$ cat config.mk
export PLATFORM = sky130hd
export DESIGN_NAME = spaceship_explosion_animator
export DESIGN_NICKNAME = d
export VERILOG_FILES = /design/src/rtl/explosion_pkg.sv /design/src/rtl/explosion_frame_seq.sv /design/src/rtl/spaceship_explosion_animator.sv
export SDC_FILE = /design/constraint.sdc
export NUM_CORES = 1
export LEC_CHECK = 0
export CAP_MARGIN = 20
export CORE_MARGIN = 1
export CORE_UTILIZATION = 37
export CTS_BUF_LIST = sky130_fd_sc_hd__clkbuf_8
export DETAILED_ROUTE_END_ITERATION = 12
export SYNTH_ARGS = -nofsm -noshare
export SYNTH_HDL_FRONTEND = slang
export SYNTH_SLANG_ARGS = --single-unit
$ cat constraint.sdc
create_clock -name Clk -period 5.79 [get_ports Clk]
set_input_delay 1.158 -clock Clk [delete_from_list [all_inputs] [get_ports Clk]]
set_output_delay 1.158 -clock Clk [all_outputs]
set_load 0.02 [all_outputs]
$ cat src/rtl/explosion_pkg.sv
// Shared constants and types for the ship explosion animator.
// Optional retrigger is enabled by the EXPLOSION_RETRIGGER_EN macro.
package explosion_pkg;
  localparam int SPRITE_SIZE = 32;
  localparam int NUM_FRAMES = 4;
  localparam int FRAME_HOLD = 6;
  localparam logic [3:0] TRANSPARENT_IDX = 4'h0;
  localparam int PIPE_LAT = 3;

  typedef enum logic {IDLE, PLAY} state_t;

  typedef struct packed {
    logic [9:0] x;
    logic [9:0] y;
  } pos_t;
endpackage

$ cat src/rtl/explosion_frame_seq.sv
// Play/idle sequencer: frame tick, hold/frame counters, position latch.
// EXPLOSION_RETRIGGER_EN lets a trigger during PLAY restart the run.
module explosion_frame_seq #(
  parameter int NUM_FRAMES = explosion_pkg::NUM_FRAMES,
  parameter int FRAME_HOLD = explosion_pkg::FRAME_HOLD,
  parameter int FW = (NUM_FRAMES > 1) ? $clog2(NUM_FRAMES) : 1
) (
  input  logic                Clk,
  input  logic                Reset,
  input  logic                frame_clk,
  input  logic                trigger,
  input  logic [9:0]          pos_x,
  input  logic [9:0]          pos_y,
  output logic [FW-1:0]       frame,
  output logic                busy,
  output logic                done,
  output explosion_pkg::pos_t pos
);
  import explosion_pkg::*;

  localparam int HW = (FRAME_HOLD > 1) ? $clog2(FRAME_HOLD) : 1;
  localparam logic [FW-1:0] LAST_FRAME = FW'(NUM_FRAMES - 1);
  localparam logic [HW-1:0] LAST_HOLD = HW'(FRAME_HOLD - 1);

  state_t        state;
  logic          frame_clk_q;
  logic [HW-1:0] hold_cnt;
  logic          tick;
  logic          last_tick;
  logic          retrig;

  assign tick = frame_clk & ~frame_clk_q;
  assign last_tick = tick && (hold_cnt == LAST_HOLD)
                     && (frame == LAST_FRAME);
  assign busy = (state == PLAY);

`ifdef EXPLOSION_RETRIGGER_EN
  assign retrig = trigger;
`else
  assign retrig = 1'b0;
`endif

  always_ff @(posedge Clk or posedge Reset) begin
    if (Reset) begin
      state <= IDLE;
      frame_clk_q <= 1'b0;
      hold_cnt <= '0;
      frame <= '0;
      pos <= '0;
      done <= 1'b0;
    end else begin
      frame_clk_q <= frame_clk;
      done <= 1'b0;
      unique case (state)
        IDLE: begin
          if (trigger) begin
            state <= PLAY;
            pos <= '{x: pos_x, y: pos_y};
            frame <= '0;
            hold_cnt <= '0;
          end
        end
        PLAY: begin
          // The final tick wins over a coincident trigger.
          if (last_tick) begin
            state <= IDLE;
            done <= 1'b1;
            hold_cnt <= '0;
          end else if (retrig) begin
            pos <= '{x: pos_x, y: pos_y};
            frame <= '0;
            hold_cnt <= '0;
          end else if (tick) begin
            if (hold_cnt == LAST_HOLD) begin
              hold_cnt <= '0;
              frame <= frame + 1'b1;
            end else begin
              hold_cnt <= hold_cnt + 1'b1;
            end
          end
        end
      endcase
    end
  end
endmodule

$ cat src/rtl/spaceship_explosion_animator.sv
// Explosion sprite animator: ROM addressing, box test, 3-cycle pipeline.
// EXPLOSION_RETRIGGER_EN enables restart on trigger while playing.
module spaceship_explosion_animator #(
  parameter int SPRITE_SIZE = explosion_pkg::SPRITE_SIZE,
  parameter int NUM_FRAMES = explosion_pkg::NUM_FRAMES,
  parameter int FRAME_HOLD = explosion_pkg::FRAME_HOLD,
  parameter int ADDR_W = $clog2(NUM_FRAMES * SPRITE_SIZE * SPRITE_SIZE)
) (
  input  logic              Clk,
  input  logic              Reset,
  input  logic              frame_clk,
  input  logic              trigger,
  input  logic [9:0]        pos_x,
  input  logic [9:0]        pos_y,
  input  logic [9:0]        DrawX,
  input  logic [9:0]        DrawY,
  output logic [ADDR_W-1:0] rom_addr,
  input  logic [3:0]        rom_data,
  output logic [3:0]        explosion_index,
  output logic              explosion_on,
  output logic              busy,
  output logic              done
);
  import explosion_pkg::*;

  localparam int SW = $clog2(SPRITE_SIZE);
  localparam int FW = (NUM_FRAMES > 1) ? $clog2(NUM_FRAMES) : 1;

  logic [FW-1:0]     frame;
  pos_t              pos;
  logic [10:0]       dx;
  logic [10:0]       dy;
  logic              in_box;
  logic [ADDR_W-1:0] addr_next;
  logic              qual_d1;
  logic              qual_d2;

  explosion_frame_seq #(
    .NUM_FRAMES(NUM_FRAMES),
    .FRAME_HOLD(FRAME_HOLD),
    .FW(FW)
  ) u_seq (
    .Clk(Clk),
    .Reset(Reset),
    .frame_clk(frame_clk),
    .trigger(trigger),
    .pos_x(pos_x),
    .pos_y(pos_y),
    .frame(frame),
    .busy(busy),
    .done(done),
    .pos(pos)
  );

  // 11-bit offsets: a negative offset sets the top bit, so no wrap-around.
  assign dx = {1'b0, DrawX} - {1'b0, pos.x};
  assign dy = {1'b0, DrawY} - {1'b0, pos.y};
  assign in_box = (dx[10:SW] == '0) && (dy[10:SW] == '0);
  assign addr_next = ADDR_W'({frame, dy[SW-1:0], dx[SW-1:0]});

  always_ff @(posedge Clk or posedge Reset) begin
    if (Reset) begin
      rom_addr <= '0;
      qual_d1 <= 1'b0;
      qual_d2 <= 1'b0;
      explosion_index <= TRANSPARENT_IDX;
      explosion_on <= 1'b0;
    end else begin
      rom_addr <= (busy && in_box) ? addr_next : '0;
      qual_d1 <= busy && in_box;
      qual_d2 <= qual_d1;
      explosion_index <= qual_d2 ? rom_data : TRANSPARENT_IDX;
      explosion_on <= qual_d2 && (rom_data != TRANSPARENT_IDX);
    end
  end
endmodule

* After elaboration in Yosys (flattened, before gate mapping)
Index checks and enable logic that the tools add are counted.
Storage, ports and cells: flip-flop bits (word level) 47, logic and storage cells 56
Operators by class: add/subtract/negate cells 4, equality and inequality tests 7, muxes and demuxes 19, bitwise logic cells 3, reduce and logical (&&, ||, !) cells 11
Operator list (count):
- two-way mux 20 bit | 2
- subtractor 10 x 10 -> 11 bit | 2
- logical NOT 6 bit | 2
- two-way mux 12 bit | 1
- two-way mux 3 bit | 4
- two-way mux 2 bit | 4
- != test 2 bit (second input constant) | 4
- case mux 3 bit (2 select lines) | 1
- logical AND 1 bit | 5
- two-way mux 1 bit | 4
- two-way mux 4 bit | 1
- case mux 2 bit (2 select lines) | 1
- AND reduction 2 bit | 2
- AND reduction 4 bit | 1
- nonzero test 4 bit | 1
- adder 3 x 1 -> 3 bit (second input constant) | 1
- == test 3 bit (second input constant) | 1
- != test 3 bit (second input constant) | 1
- adder 2 x 1 -> 2 bit (second input constant) | 1
- == test 2 bit (second input constant) | 1
- NOT 1 bit | 2
- case mux 1 bit (2 select lines) | 1
- AND 1 bit | 1

* Logic depth before layout (Yosys ltp)
word-level depth 6, depth in mapped cells 11, mapped depth without buffers 10

* Hierarchy
From an unflattened synthesis, not the netlist that was laid out.
Unflattened totals: cells, all modules 272, area total of the unflattened synthesis 2886.5 µm²
By module, submodules not included:
- spaceship_explosion_animator | times used 1, cells each 190, area each 1732.9 µm², seq. area each 475.5 µm²
- explosion_frame_seq | times used 1, cells each 82, area each 1153.6 µm², seq. area each 700.7 µm²

* Worst setup path after synthesis
No wires, ideal clock.
path type input to register, start point in DrawX[0], end point reg rom_addr[7], library setup time 0.096 ns, arrival time 3.125 ns, path slack 2.569 ns, stages on the path 11, path buffers 1, cell sequence inv_1 ha_1 inv_1 fa_1 a21o_4 a221oi_2 xor2_1 and3_1 nand4_2 buf_6 nor4_2
On the way: word-level cells in the longest chain between the ends 5
RTL lines:
- from (decl) | line spaceship_explosion_animator.sv:15 | input logic [9:0] DrawX,
- subtractor 10 x 10 -> 11 bit | line spaceship_explosion_animator.sv:56 | assign dx = {1'b0, DrawX} - {1'b0, pos.x};
- logical NOT 6 bit | line spaceship_explosion_animator.sv:58 | assign in_box = (dx[10:SW] == '0) && (dy[10:SW] == '0);
- logical AND 1 bit | line spaceship_explosion_animator.sv:58
- logical AND 1 bit | line spaceship_explosion_animator.sv:69 | rom_addr <= (busy && in_box) ? addr_next : '0;
- two-way mux 12 bit | line spaceship_explosion_animator.sv:69
- to (signal assigned) | line spaceship_explosion_animator.sv:69
- to (decl) | line spaceship_explosion_animator.sv:17 | output logic [ADDR_W-1:0] rom_addr,
No other way between the ends. A chain may end at the register's enable or synchronous reset.

* Worst setup path after layout
start point in DrawX[0], end point reg rom_addr[4]
On the way: word-level cells in the longest chain between the ends 5
RTL lines (line):
- subtractor 10 x 10 -> 11 bit (*) | spaceship_explosion_animator.sv:56
- logical NOT 6 bit | spaceship_explosion_animator.sv:58
- logical AND 1 bit | spaceship_explosion_animator.sv:58
- logical AND 1 bit | spaceship_explosion_animator.sv:69
- two-way mux 12 bit (*) | spaceship_explosion_animator.sv:69
Every way passes the cells marked *; elsewhere a longest branch is shown, timed or not.

==> results.sh <==
export IMPL_outcome="finished clean"
export IMPL_hpwlAfterDp_um=4350
export IMPL_grt_busiest_layer="met2"
export IMPL_avgSynthCellArea_um2=9.90
export IMPL_drc_errors=0
export IMPL_met1_usage_pct=20.5
export IMPL_start_util_pct=38.4
export IMPL_cts_htree_levels=2
export IMPL_power_density_mw_per_mm2=256
export IMPL_cts_sinks=47
export IMPL_initialDrtViolationCount=50
export IMPL_n_antenna_cell=0
export IMPL_start_kind="input pin"
export IMPL_fin_skew_ps=3.83
export IMPL_async_reset_ff_share_pct=100
export IMPL_clk_path_buf_depth=2
export IMPL_core_area_mm2=0.00725
export IMPL_antenna_found_initial=0
export IMPL_ys_warn_count=0
export IMPL_rows=31
export IMPL_ys_top_cells_by_count="dfrtp_1 (47), inv_1 (34), o21ai_0 (25)"
export IMPL_clock_latency_ps=300
export IMPL_rsz0062_at_grt="no"
export IMPL_synth_seq_cells=47
export IMPL_grt_ovfl_total=0
export IMPL_period_share_pct=63.3
export IMPL_hold_class="reg2reg"
export IMPL_path_cells="clkdlybuf4s50_1, inv_1, ha_1, inv_1, fa_1, a21o_4, a221oi_2, xor2_1, and3_1, nand4_2, nor4_1"
export IMPL_crit_path_frequent_cell="inv_1"
export IMPL_synth_top_area_share_pct=42.3
export IMPL_critPathKind="in2reg"
export IMPL_port_buffers=66
export IMPL_period_needed_ps=3670
export IMPL_synthesis_nets=352
export IMPL_worst_path_buf_inv=3
export IMPL_area_growth_pct=31.5
export IMPL_setup_viol=0
export IMPL_synth_edff_count=0
export IMPL_dieHeight_um=88.7
export IMPL_synth_most_common_cell="dfrtp_1"
export IMPL_power_leakage_nw=1.61
export IMPL_hold_viol_final=0
export IMPL_first_pass_iters=4
export IMPL_worstPathRequired_ps=5990
export IMPL_place_congestion=0.851
export IMPL_cp_end_kind="register"
export IMPL_grt_pass1_wl_um=9560
export IMPL_wl_per_cell_um=13.0
export IMPL_cts_setup_buffers=0
export IMPL_routed_wl_um=5830
export IMPL_drtAntennaViolNets=0
export IMPL_final_max_slew_viol_count=0
export IMPL_slew_headroom_pct=54.0
export IMPL_grt_max_degree=48
export IMPL_ys_flop_type="dfrtp_1"
export IMPL_tns_ps=0
export IMPL_cts_clk_slew_worst_paths_ps=90
export IMPL_die_w_um=88.7
export IMPL_synthCells=281
export IMPL_synth_top_area_cell="dfrtp_1"
export IMPL_track_usage_pct=15.8
export IMPL_crit_path_max_fanout=13
export IMPL_synth_area_leaders="dfrtp_1 (42%), ha_1 (9.4%), inv_1 (4.6%)"
export IMPL_crit_family="simple AND/OR/NAND/NOR gates"
export IMPL_grt_pass1_vias=2095
export IMPL_power_w=0.000935
export IMPL_finalNetCount=419
export IMPL_cap_violations=0
export IMPL_cts_root_buf="clkbuf_8"
export IMPL_grtUsageMet3_pct=3.17
export IMPL_drive_gt1_share_pct=10.0
export IMPL_vias_per_cell=4.95
export IMPL_io_pins=67
export IMPL_critical_path_arrival_ps=3870
export IMPL_dieArea_mm2=0.00787
export IMPL_syn_area_mm2=0.00278
export IMPL_cp_slowest_stage_delay_ps=410
export IMPL_tightestPinTransition_ps=690
export IMPL_cts_tree="yes"
export IMPL_cts_resized=0
export IMPL_synthDistinctLibCells=52
export IMPL_yosysSeqAreaShare_pct=42.3
export IMPL_grtUsageMet2_pct=26.6
export IMPL_cp_slowest_cell="fa_1"
export IMPL_ctsHoldBuffers=0
export IMPL_cts_buffers=5
export IMPL_via_count=2217
export IMPL_ir_drop_mv=0.147
export IMPL_max_freq_ghz=0.273
state kept, by name, indices dropped and copies added (netlist names):
| name | count |
|---|---|
| explosion_index | 4 |
| explosion_on | 1 |
| qual_d1 | 1 |
| qual_d2 | 1 |
| rom_addr | 12 |
| u_seq.busy | 1 |
| u_seq.done | 1 |
| u_seq.frame | 2 |
| u_seq.frame_clk_q | 1 |
| u_seq.hold_cnt | 3 |
| u_seq.pos | 20 |
path summary, 6_finish.rpt:
check                         startpoint            end  slack (ps)  cells past startpoint
min in group asynchronous          Reset   explosion_on        1050                      2
min reg2reg                      qual_d1        qual_d2         360                      0
max reg2reg                u_seq.pos[10]    rom_addr[4]        3080                      9
max in group asynchronous          Reset  u_seq.pos[19]        4300                      3
min                              qual_d1        qual_d2         360                      0
max                             DrawX[0]    rom_addr[4]        2120                     11
cells in the final DEF, fill, tap and decap left out, types with 2 or more instances in the layout:
cell type and instances:
mux2_2 6, nand2_1 24, ha_1 21, nor2_1 12
nand4_2 2, o21a_1 3, nor4_1 3, nor3_1 2
dfrtp_1 47, o211ai_1 2, a211oi_1 2, nand4_1 3
o21bai_1 2, nor3_2 2, inv_1 33, xor2_1 4
a21o_1 4, a21oi_2 2, fa_1 2, xnor2_1 4
and3_1 3, a21oi_1 13, and2_1 4, nand2b_1 8
o221ai_1 2, nand3_1 6, clkdlybuf4s50_1 66, o21ai_0 25
nor2b_1 2, nor4_2 9, clkbuf_8 5
metrics by stage:
step	instances	area (µm²)	setup slack (ps)	util (%)	hold slack (ps)
2_1_floorplan	281	2780	2570	-	331
3_5_place_dp	439	3530	1800	48.6	341
6_report	448	3660	2120	50.5	359
3_3_place_gp	439	3530	1850	48.6	343
5_1_grt	448	3660	1790	50.5	396
4_1_cts	447	3640	2110	50.2	368
logic make-up after synthesis:
family | after synthesis | share of synthesized area [%]
AOI/OAI and AO/OA | 69 | 16.6
xor gates and xnor gates | 8 | 2.52
adders and majority gates | 23 | 10.9
buffers and inverters | 42 | 6.38
DFF | 47 | 42.3
muxes | 7 | 2.79
and+or+nand+nor | 85 | 18.6
power breakdown:
group / internal (W) / switching [W] / total [W] / leakage [nW]
clock: 0.000129 / 0.000119 / 0.000248 / 0.0581
combinational: 0.000143 / 0.000167 / 0.000311 / 0.955
sequential: 0.000360 / 0.0000163 / 0.000376 / 0.598
layout make-up:
cell class              count  area [µm²]
clock buffers               5        68.8
clock inverters             3        43.8
fillers                   688        3590
inverters                  34         128
multi-input cells         192        1430
flip-flops and latches     47        1180
well taps                  99         124
repair buffers             68         688
metal layers:
layer  routed length, µm  part of all wire, %  vias to the layer above
met5                   0                    0                        -
met4                  54                 0.93                        0
met3                 249                  4.3                        5
met2                2750                   47                       46
met1                2780                   48                     1051
li1                    -                    -                     1115
worst reg2reg max path, cell delays in order (launching register included):
cell	delay, ps
dfrtp_1	360
ha_1	160
inv_1	50
fa_1	410
a21o_4	240
a221oi_2	280
xor2_1	160
and3_1	180
nand4_2	380
nor4_1	390
Power figures use the tool's default switching activity.
